--- src/rtl/hazard_scoreboard.sv ---
// Hazard scoreboard for the P5 MIPS core: tracks in-flight writes in E/M/W and
// decides D-stage stall and operand forwarding. Optional macro: HAZARD_STALL_CNT_EN.
module hazard_scoreboard #(
    parameter int TW = 4,
    parameter int RW = 5
) (
    input  logic          clk,
    input  logic          reset,
    input  logic [RW-1:0] D_A1,
    input  logic [RW-1:0] D_A2,
    input  logic          D_A1use,
    input  logic          D_A2use,
    input  logic [TW-1:0] D_rs_Tuse,
    input  logic [TW-1:0] D_rt_Tuse,
    input  logic [TW-1:0] D_Tnew,
    input  logic          D_Reg_Write,
    input  logic [RW-1:0] D_WA,
    output logic          stall,
    output logic [1:0]    fwd_rs_sel,
    output logic [1:0]    fwd_rt_sel,
    output logic [RW-1:0] E_WA,
    output logic [TW-1:0] E_Tnew
`ifdef HAZARD_STALL_CNT_EN
    ,
    output logic [31:0]   stall_cnt
`endif
);

    typedef struct packed {
        logic          wv;
        logic [RW-1:0] wa;
        logic [TW-1:0] tnew;
    } entry_t;

    typedef struct packed {
        logic       stall;
        logic [1:0] sel;
    } op_res_t;

    localparam logic [1:0] SEL_GRF = 2'd0;
    localparam logic [1:0] SEL_E   = 2'd1;
    localparam logic [1:0] SEL_M   = 2'd2;
    localparam logic [1:0] SEL_W   = 2'd3;

    entry_t e_q, m_q, w_q;
    entry_t e_d, m_d, w_d;

    op_res_t rs_res, rt_res;

    function automatic logic [TW-1:0] dec_sat(input logic [TW-1:0] x);
        return (x == '0) ? '0 : x - TW'(1);
    endfunction

    // $0 is never live, so a write to it can neither stall nor forward.
    function automatic logic hits(input entry_t ent, input logic [RW-1:0] addr,
                                  input logic rd_en);
        return ent.wv && (ent.wa != '0) && (ent.wa == addr) && rd_en && (addr != '0);
    endfunction

    // Youngest match wins; older matches of the same register are shadowed.
    function automatic op_res_t resolve(input entry_t ent_e, input entry_t ent_m,
                                        input entry_t ent_w, input logic [RW-1:0] addr,
                                        input logic rd_en, input logic [TW-1:0] tuse);
        op_res_t r;
        r.stall = 1'b0;
        r.sel   = SEL_GRF;
        if (hits(ent_e, addr, rd_en)) begin
            r.stall = (ent_e.tnew > tuse);
            r.sel   = (ent_e.tnew == '0) ? SEL_E : SEL_GRF;
        end else if (hits(ent_m, addr, rd_en)) begin
            r.stall = (ent_m.tnew > tuse);
            r.sel   = (ent_m.tnew == '0) ? SEL_M : SEL_GRF;
        end else if (hits(ent_w, addr, rd_en)) begin
            r.sel   = (ent_w.tnew == '0) ? SEL_W : SEL_GRF;
        end
        return r;
    endfunction

    always_comb begin
        rs_res = resolve(e_q, m_q, w_q, D_A1, D_A1use, D_rs_Tuse);
        rt_res = resolve(e_q, m_q, w_q, D_A2, D_A2use, D_rt_Tuse);
    end

    assign stall      = rs_res.stall | rt_res.stall;
    assign fwd_rs_sel = rs_res.sel;
    assign fwd_rt_sel = rt_res.sel;
    assign E_WA       = e_q.wa;
    assign E_Tnew     = e_q.tnew;

    always_comb begin
        w_d.wv   = m_q.wv;
        w_d.wa   = m_q.wa;
        w_d.tnew = dec_sat(m_q.tnew);
        m_d.wv   = e_q.wv;
        m_d.wa   = e_q.wa;
        m_d.tnew = dec_sat(e_q.tnew);
        e_d      = '0;
        if (!stall) begin
            e_d.wv   = D_Reg_Write;
            e_d.wa   = D_WA;
            e_d.tnew = dec_sat(D_Tnew);
        end
    end

    always_ff @(posedge clk or posedge reset) begin
        if (reset) begin
            e_q <= '0;
            m_q <= '0;
            w_q <= '0;
        end else begin
            e_q <= e_d;
            m_q <= m_d;
            w_q <= w_d;
        end
    end

`ifdef HAZARD_STALL_CNT_EN
    logic [31:0] cnt_q, cnt_d;

    assign cnt_d     = stall ? cnt_q + 32'd1 : cnt_q;
    assign stall_cnt = cnt_q;

    always_ff @(posedge clk or posedge reset) begin
        if (reset) begin
            cnt_q <= '0;
        end else begin
            cnt_q <= cnt_d;
        end
    end
`endif

endmodule

--- config.mk ---
export PLATFORM = sky130hd
export DESIGN_NAME = hazard_scoreboard
export DESIGN_NICKNAME = d
export VERILOG_FILES = /design/src/rtl/hazard_scoreboard.sv
export SDC_FILE = /design/constraint.sdc
export NUM_CORES = 1
export LEC_CHECK = 0
export ABC_AREA = 1
export BUFFER_PORTS_ARGS = -buffer_cell sky130_fd_sc_hd__buf_2
export CAP_MARGIN = 40
export CORE_UTILIZATION = 45
export CTS_CLUSTER_DIAMETER = 100
export DETAILED_ROUTE_END_ITERATION = 8
export GPL_ROUTABILITY_DRIVEN = 0
export PLACE_DENSITY_LB_ADDON = 0.1
export REMOVE_ABC_BUFFERS = 1
export SLEW_MARGIN = 20
export SYNTH_ARGS = -nofsm -noshare
export SYNTH_HDL_FRONTEND = slang
export SYNTH_SLANG_ARGS = --single-unit
--- constraint.sdc ---
create_clock -name clk -period 4.95 [get_ports clk]
set_input_delay 0.99 -clock clk [delete_from_list [all_inputs] [get_ports clk]]
set_output_delay 0.99 -clock clk [all_outputs]
set_load 0.005 [all_outputs]
==> results of run 1 <==
-- area by class of cell --
cell class	instances	share of cell area, %
Inverter	55	8.096
Multi-Input combinational cell	220	46.47
Tap cell	67	3.288
Clock buffer	7	3.386
Clock inverter	1	0.1963
Timing Repair Buffer	46	9.127
Sequential cell	30	29.44
-- cells by family (layout without fill, tap and decap cells) --
family | count (synthesis) | count (layout) | share of synthesized area, %
adder cells (fa/ha/maj) | 18 | 18 | 10.14
AND/OR/NAND/NOR | 165 | 165 | 32.62
flip-flops | 30 | 30 | 33.80
XOR/XNOR | 5 | 5 | 1.972
multiplexers | 1 | 1 | 0.5070
buffers and inverters | 65 | 109 | 12.84
AO/OA/AOI/OAI | 31 | 31 | 8.113
-- layer usage --
layer | GRT usage (%) | vias to the layer above | routed length (um)
met1 | 29.45 | 903 | 2376
met4 | 6.318 | 0 | 42
met2 | 33.02 | 72 | 2232
li1 | - | 1051 | -
met3 | 3.889 | 4 | 314
met5 | 0 | - | 0
-- path summary, 6_finish.rpt --
check | start | endpoint | slack (ns) | cells after the start
setup / recovery | D_rs_Tuse[3] | stall | 1.50 | 9
setup reg to reg | m_q[3] | e_q[9] | 3.10 | 7
min in group asynchronous | reset | m_q[3] | 0.77 | 3
max in group asynchronous | reset | w_q[9] | 3.91 | 3
hold / removal | e_q[9] | m_q[9] | 0.37 | 0
hold reg to reg | e_q[9] | m_q[9] | 0.37 | 0
-- worst max-delay path: stages --
cell and delay (ns):
buf_2 0.07, inv_1 0.05, ha_1 0.29, nand2_1 0.07, o21bai_1 0.15, a22oi_1 0.24
nand3_2 0.11, nand3_2 0.29, buf_2 0.18
-- stage by stage --
step / instance area [um2] / instances
2_1_floorplan: 2142 / 305
3_3_place_gp: 2459 / 418
3_5_place_dp: 2459 / 418
4_1_cts: 2550 / 426
5_1_grt: 2550 / 426
6_report: 2550 / 426
-- sequential cells by signal, summed over array words and instances (netlist names) --
name    count
E_Tnew      4
e_q         1
E_WA        5
w_q        10
m_q        10
-- cell usage after synthesis, drive strengths merged, types with 2 or more instances --
cell type  number  area [um2]
o21ai           7       35.03
nor3            4       25.02
nand3b          2       15.01
ha             18       225.2
xnor2           5       43.79
a21oi          14       70.07
dfrtp          30       750.7
o22ai           2       12.51
o21bai          2       15.01
buf            10       78.82
inv            55       206.5
nand4           4       25.02
nor2           52       230.2
o21a            3       22.52
nand3          13       80.08
nand2          88       335.3
-- power by group --
group,switching (mW),internal [mW]
registers,0.0259,0.267
logic,0.0892,0.0652
clock network,0.0890,0.112
total,0.204,0.444
==> impl_metrics.env, run 1 <==
export IMPL_outcome="complete, no violations"
export IMPL_die_h_um=72.25
export IMPL_crit_arrival_ns=2.46
export IMPL_hold_buffers=0
export IMPL_yosys_cell_types_count=29
export IMPL_antenna_found_initial=0
export IMPL_initial_core_util_pct=47.02
export IMPL_path_class="input port to output port"
export IMPL_grt_max_degree=31
export IMPL_finalHoldViolCount=0
export IMPL_period_minus_slack_ns=3.445
export IMPL_drive_gt1_share_pct=21.17
export IMPL_dp_slack_ns=1.517
export IMPL_end_kind="output port"
export IMPL_grt_usage_pct=21.01
export IMPL_ant_nets=0
export IMPL_first_pass_iters=4
export IMPL_htreeDepth=2
export IMPL_synth_edff_count=0
export IMPL_clock_latency_ns=0.28
export IMPL_final_cell_mix="nand2_1 (86), inv_1 (52), buf_2 (45)"
export IMPL_max_slew_margin_rel_pct=75.64
export IMPL_ir_drop_mv=0.1392
export IMPL_synthFlopType="dfrtp_1"
export IMPL_post_cts_resized=0
export IMPL_first_iter_violations=156
export IMPL_setup_tns_ns=0
export IMPL_vias_per_cell=4.765
export IMPL_power_density_nw_per_um2=254.3
export IMPL_overflow=0
export IMPL_fin_ws_ns=1.505
export IMPL_worst_slew_pin_slew_ns=0.3654
export IMPL_power_leakage_nw=1.470
export IMPL_avgRoutedWirePerCell_um=11.65
export IMPL_clk_pin_slew_worst_paths_ns=0.06
export IMPL_num_rows=25
export IMPL_synth_warnings=0
export IMPL_cp_required_ns=3.96
export IMPL_syn_to_final_growth_pct=14.82
export IMPL_post_cts_buffers=0
export IMPL_dr_total_vias=2030
export IMPL_skew_ns=0.008172
export IMPL_cts_tree="built"
export IMPL_regArea_um2=750.7
export IMPL_core_area_um2=4723
export IMPL_finalPower_mw=0.6485
export IMPL_clock_sinks=30
export IMPL_final_common_cell="nand2_1"
export IMPL_post_route_util_pct=53.99
export IMPL_synth_area_um2=2221
export IMPL_die_area_um2=5220
export IMPL_dp_hpwl_mm=4.023
export IMPL_critPathLaunchType="input port"
export IMPL_cp_max_fo=11
export IMPL_grt_pass1_vias=1913
export IMPL_routed_wl_mm=4.965
export IMPL_hold_path_class="flop to flop"
export IMPL_die_width_um=72.25
export IMPL_n_antenna_cell=0
export IMPL_cts_max_path_buffers=2
export IMPL_cts_buffers=5
export IMPL_grt_pass1_wl_mm=8.514
export IMPL_rsz0062_at_grt="false"
export IMPL_drv_cap=0
export IMPL_drc_errors=0
export IMPL_syn_avg_cell_area_um2=7.050
export IMPL_ys_async_sr_fraction_pct=100.0
export IMPL_root_buffer="clkbuf_8"
export IMPL_multi_input_area_um2=1185
export IMPL_hold_worst_slack_ns=0.3748
export IMPL_fmax_ghz=0.2902
export IMPL_yosysSeqAreaShare_pct=33.80
export IMPL_nets=408
export IMPL_slew_viol_final=0
export IMPL_ys_seq_elements=30
export IMPL_setup_viol=0
export IMPL_fillers=486
export IMPL_port_buffers=45
export IMPL_fin_crit_sh_pct=69.60
export IMPL_io_pins=46
export IMPL_syn_inst=315
No activity file was read; power rests on OpenSTA's default activity.
==> inputs of run 2 (changes only) <==
==> constraint.sdc (replaced) <==
create_clock -name clk -period 3.2 [get_ports clk]
set_input_delay 0.64 -clock clk [delete_from_list [all_inputs] [get_ports clk]]
set_output_delay 0.64 -clock clk [all_outputs]
set_load 0.005 [all_outputs]
==> impl_metrics.env, run 2 (synthesis results as in run 1) <==
export IMPL_outcome="complete, no violations"
export IMPL_ant_nets=0
export IMPL_slowest_delay_ns=0.46
export IMPL_first_iter_violations=159
export IMPL_drv_cap=0
export IMPL_drive_gt1_share_pct=21.11
export IMPL_die_width_um=72.25
export IMPL_overflow=0
export IMPL_design_area_um2=2572
export IMPL_period_minus_slack_ns=2.551
export IMPL_critPathLaunchType="flop"
export IMPL_power_density_nw_per_um2=413.2
export IMPL_slew_viol_final=0
export IMPL_routed_wl_met3_um=267
export IMPL_dr_total_vias=1990
export IMPL_num_rows=25
export IMPL_drc_errors=0
export IMPL_fillers=487
export IMPL_setup_viol=0
export IMPL_end_kind="output port"
export IMPL_nets=409
export IMPL_top_layer_used="met4"
export IMPL_io_pins=46
export IMPL_dp_hpwl_mm=3.974
export IMPL_die_h_um=72.25
export IMPL_routed_wl_mm=4.993
export IMPL_htreeDepth=2
export IMPL_path_class="flop to output port"
export IMPL_grt_pass1_vias=1854
export IMPL_worst_slew_pin_slew_ns=0.3754
export IMPL_cts_max_path_buffers=2
export IMPL_crit_arrival_ns=1.91
export IMPL_clk_pin_slew_worst_paths_ns=0.06
export IMPL_final_common_cell="nand2_1"
export IMPL_fin_crit_sh_pct=79.71
export IMPL_critPathSlowestCell="dfrtp_1"
export IMPL_hold_worst_slack_ns=0.3812
export IMPL_hold_path_class="flop to flop"
export IMPL_clock_sinks=30
export IMPL_wl_met1_mm=2.450
export IMPL_fmax_ghz=0.3921
export IMPL_worstRegToRegCells=8
export IMPL_initial_core_util_pct=47.02
export IMPL_cp_required_ns=2.56
export IMPL_setup_tns_ns=0
export IMPL_antenna_found_initial=0
export IMPL_cp_max_fo=6
export IMPL_place_area_um2=2466
export IMPL_root_buffer="clkbuf_8"
export IMPL_post_cts_resized=0
export IMPL_max_slew_margin_rel_pct=74.98
export IMPL_cts_buffers=5
export IMPL_critical_path_top_delay_family="flip-flops"
export IMPL_grt_max_degree=31
export IMPL_wl_met2_mm=2.218
export IMPL_core_area_um2=4723
export IMPL_cts_tree="built"
export IMPL_finalHoldViolCount=0
export IMPL_post_route_util_pct=54.46
export IMPL_crit_chain="ha_1 > nand2_1 > o21bai_1 > a22oi_1 > nand3_2 > nand3_2 > buf_2"
export IMPL_worst_path_buf_inv=1
export IMPL_skew_ns=0.003627
export IMPL_hold_buffers=0
export IMPL_n_antenna_cell=0
export IMPL_clock_latency_ns=0.28
export IMPL_worst_path_stages=7
export IMPL_pwr_share_comb_pct=22.4
export IMPL_finalPower_mw=1.063
export IMPL_vias_per_cell=4.660
export IMPL_pwr_share_seq_pct=42.6
export IMPL_critPathMostFrequentCell="nand3_2"
export IMPL_ir_drop_mv=0.2057
export IMPL_avgRoutedWirePerCell_um=11.69
export IMPL_rsz0062_at_grt="false"
export IMPL_power_share_clock_pct=35.0
export IMPL_switching_share_pct=29.74
export IMPL_syn_to_final_growth_pct=15.83
export IMPL_first_pass_iters=4
export IMPL_internal_power_mw=0.7468
export IMPL_port_buffers=45
export IMPL_power_leakage_nw=1.479
export IMPL_p_sw_mw=0.3162
export IMPL_min_delay_path_depth=0
export IMPL_die_area_um2=5220
export IMPL_post_cts_buffers=0
export IMPL_grt_pass1_wl_mm=8.583
export IMPL_final_cell_mix="nand2_1 (86), inv_1 (52), buf_2 (45)"
export IMPL_grt_usage_pct=21.54
## run 2: final timing paths
| check | from | end | slack (ns) |
|---|---|---|---|
| setup / recovery | m_q[3] | stall | 0.65 |
| setup reg to reg | m_q[3] | e_q[9] | 1.29 |
| hold / removal | e_q[9] | m_q[9] | 0.38 |
| max in group asynchronous | reset | w_q[5] | 2.51 |
| min in group asynchronous | reset | E_WA[3] | 0.42 |
| hold reg to reg | e_q[9] | m_q[9] | 0.38 |
## run 2: metal layers
| layer | global-route usage, % | vias to the layer above |
|---|---|---|
| met3 | 4.028 | 7 |
| met4 | 7.407 | 0 |
| li1 | - | 1053 |
| met2 | 31.67 | 53 |
| met5 | 0 | - |
| met1 | 31.68 | 877 |
## run 2: through the flow
step                std cells  setup slack (ns)
floorplan                 305            0.9051
global placement          419            0.6700
detailed placement        419            0.6854
CTS                       427            0.6569
global route              427            0.5561
finish                    427            0.6493
## run 2: worst register-to-register path: stages (launching register included)
cell,delay [ns]
dfrtp_1,0.46
ha_1,0.34
nand2_1,0.07
o21bai_1,0.15
a22oi_1,0.25
nand3_2,0.12
nand3_2,0.12
buf_4,0.22
nor2_1,0.07
## run 2: power groups by stage
stage	logic, mW	registers, mW	clock network (mW)
floorplan	0.164	0.447	0
global placement	0.235	0.460	0
detailed placement	0.238	0.460	0
CTS	0.239	0.453	0.378
global route	0.278	0.460	0.397
finish	0.238	0.453	0.372
## run 2: area by class of cell
type,instances,area (um2),share of cell area [%]
Inverter,55,206.4,8.025
Clock buffer,7,76.32,2.967
Timing Repair Buffer,47,240.2,9.338
Clock inverter,1,30.03,1.167
Multi-Input combinational cell,220,1185,46.06
Tap cell,67,83.83,3.259
Sequential cell,30,750.7,29.18
==> inputs of run 3 (changes only) <==
==> constraint.sdc (replaced) <==
create_clock -name clk -period 2.23 [get_ports clk]
set_input_delay 0.446 -clock clk [delete_from_list [all_inputs] [get_ports clk]]
set_output_delay 0.446 -clock clk [all_outputs]
set_load 0.005 [all_outputs]
==> impl_metrics.env, run 3 (synthesis results as in run 1) <==
export IMPL_outcome="complete, no violations"
export IMPL_regArea_um2=760.7
export IMPL_slowest_delay_ns=0.48
export IMPL_fin_crit_sh_pct=99.57
export IMPL_die_width_um=72.25
export IMPL_grt_pass1_wl_mm=8.562
export IMPL_first_pass_iters=4
export IMPL_cp_max_fo=7
export IMPL_initial_core_util_pct=47.02
export IMPL_ant_nets=0
export IMPL_clock_latency_ns=0.27
export IMPL_hold_path_class="input port to async pin"
export IMPL_critPathSlowestCell="dfrtp_2"
export IMPL_dp_slack_ns=0.1254
export IMPL_nets=416
export IMPL_crit_arrival_ns=1.77
export IMPL_hold_worst_slack_ns=0.2396
export IMPL_routed_wl_mm=5.145
export IMPL_worst_path_buf_inv=1
export IMPL_die_area_um2=5220
export IMPL_vias_per_cell=4.735
export IMPL_skew_ns=0.003143
export IMPL_cp_required_ns=1.78
export IMPL_n_antenna_cell=0
export IMPL_rsz0062_at_grt="true"
export IMPL_overflow=0
export IMPL_cts_max_path_buffers=2
export IMPL_ir_drop_mv=0.4002
export IMPL_path_class="flop to output port"
export IMPL_finalPower_mw=1.503
export IMPL_clk_pin_slew_worst_paths_ns=0.06
export IMPL_critical_path_top_delay_family="flip-flops"
export IMPL_dr_total_vias=2055
export IMPL_worstRegToRegCells=8
export IMPL_max_slew_margin_rel_pct=74.85
export IMPL_slew_viol_final=0
export IMPL_port_buffers=45
export IMPL_root_buffer="clkbuf_8"
export IMPL_first_iter_violations=130
export IMPL_fin_ws_ns=0.009528
export IMPL_die_h_um=72.25
export IMPL_io_pins=46
export IMPL_final_cell_mix="nand2_1 (82), inv_1 (50), buf_2 (44)"
export IMPL_worst_slew_pin_slew_ns=0.3773
export IMPL_cts_buffers=5
export IMPL_antenna_found_initial=0
export IMPL_crit_chain="ha_4 > nand2_2 > o21bai_4 > a22oi_2 > nand3_2 > nand3_4 > buf_6"
export IMPL_dp_hpwl_mm=4.022
export IMPL_setup_viol=0
export IMPL_final_common_cell="nand2_1"
export IMPL_period_minus_slack_ns=2.220
export IMPL_power_leakage_nw=1.509
export IMPL_power_density_nw_per_um2=543.5
export IMPL_grt_usage_pct=21.37
export IMPL_avgRoutedWirePerCell_um=11.85
export IMPL_clock_sinks=30
export IMPL_critPathLaunchType="flop"
export IMPL_cts_tree="built"
export IMPL_fillers=459
export IMPL_end_kind="output port"
export IMPL_core_area_um2=4723
export IMPL_grt_max_degree=31
export IMPL_syn_to_final_growth_pct=24.51
export IMPL_setup_tns_ns=0
export IMPL_worst_path_stages=7
export IMPL_drc_errors=0
export IMPL_final_cell_count_no_fill=434
export IMPL_drive_gt1_share_pct=30.52
export IMPL_finalHoldViolCount=0
export IMPL_drv_cap=0
export IMPL_multi_input_area_um2=1324
export IMPL_htreeDepth=2
export IMPL_dp_cells=420
export IMPL_num_rows=25
export IMPL_fmax_ghz=0.4504
export IMPL_grt_pass1_vias=1859
-- run 3: cell count changes in the layout (fill, tap and decap cells not counted), moves of 6 or more --
cell	delta
ha_4	+6
dfrtp_2	+8
dfrtp_1	-8
ha_1	-6
buf_4	+7
-- run 3: metal layers --
metal  vias to the layer above  part of all wire (%)  global-route usage (%)
met5                         -                     0                       0
met4                         0                  0.86                   5.882
met3                         4                   4.5                   4.167
met2                        53                    46                   33.23
met1                       925                    49                   30.34
li1                       1073                     -                       -
-- run 3: worst register-to-register path, delay by kind of cell (launching register included) --
kind,cells,cell delay [ns]
flip-flops,1,0.48
AO/OA/AOI/OAI,2,0.35
AND/OR/NAND/NOR,4,0.34
adder cells (fa/ha/maj),1,0.29
buffers and inverters,1,0.22
-- run 3: layout make-up --
type	count	share of cell area (%)
timing repair buffer	54	10.81
tap	67	3.032
sequential	30	27.51
clock buffer	7	3.122
inverter	55	7.466
multi-input combinational	220	47.87
clock inverter	1	0.1810
-- run 3: final timing paths --
path | start | to | slack (ns)
min | reset | e_q[9] | 0.24
min reg2reg | e_q[9] | m_q[9] | 0.38
max | m_q[2] | stall | 0.01
min in group clk | e_q[9] | m_q[9] | 0.38
max in group asynchronous | reset | m_q[2] | 1.69
max reg2reg | m_q[2] | e_q[9] | 0.44
-- run 3: stage by stage --
step | area, um2 | util, %
floorplan | 2142 | -
global placement | 2474 | 52.37
detailed placement | 2474 | 52.37
CTS | 2587 | 54.78
global route | 2765 | 58.54
finish | 2765 | 58.54
-- run 3: power by group --
group	internal [mW]	switching, mW
registers	0.596	0.0567
logic	0.185	0.229
clock network	0.248	0.188
total	1.03	0.473
-- run 3: timing repair --
item                                    4_1_cts  5_1_grt
pin swaps                                     0       16
buffers inserted                              1        5
resized for setup                             7       27
hold buffers                                  0        0
endpoints found under the setup margin        1        5
endpoints found under the hold margin         0        0
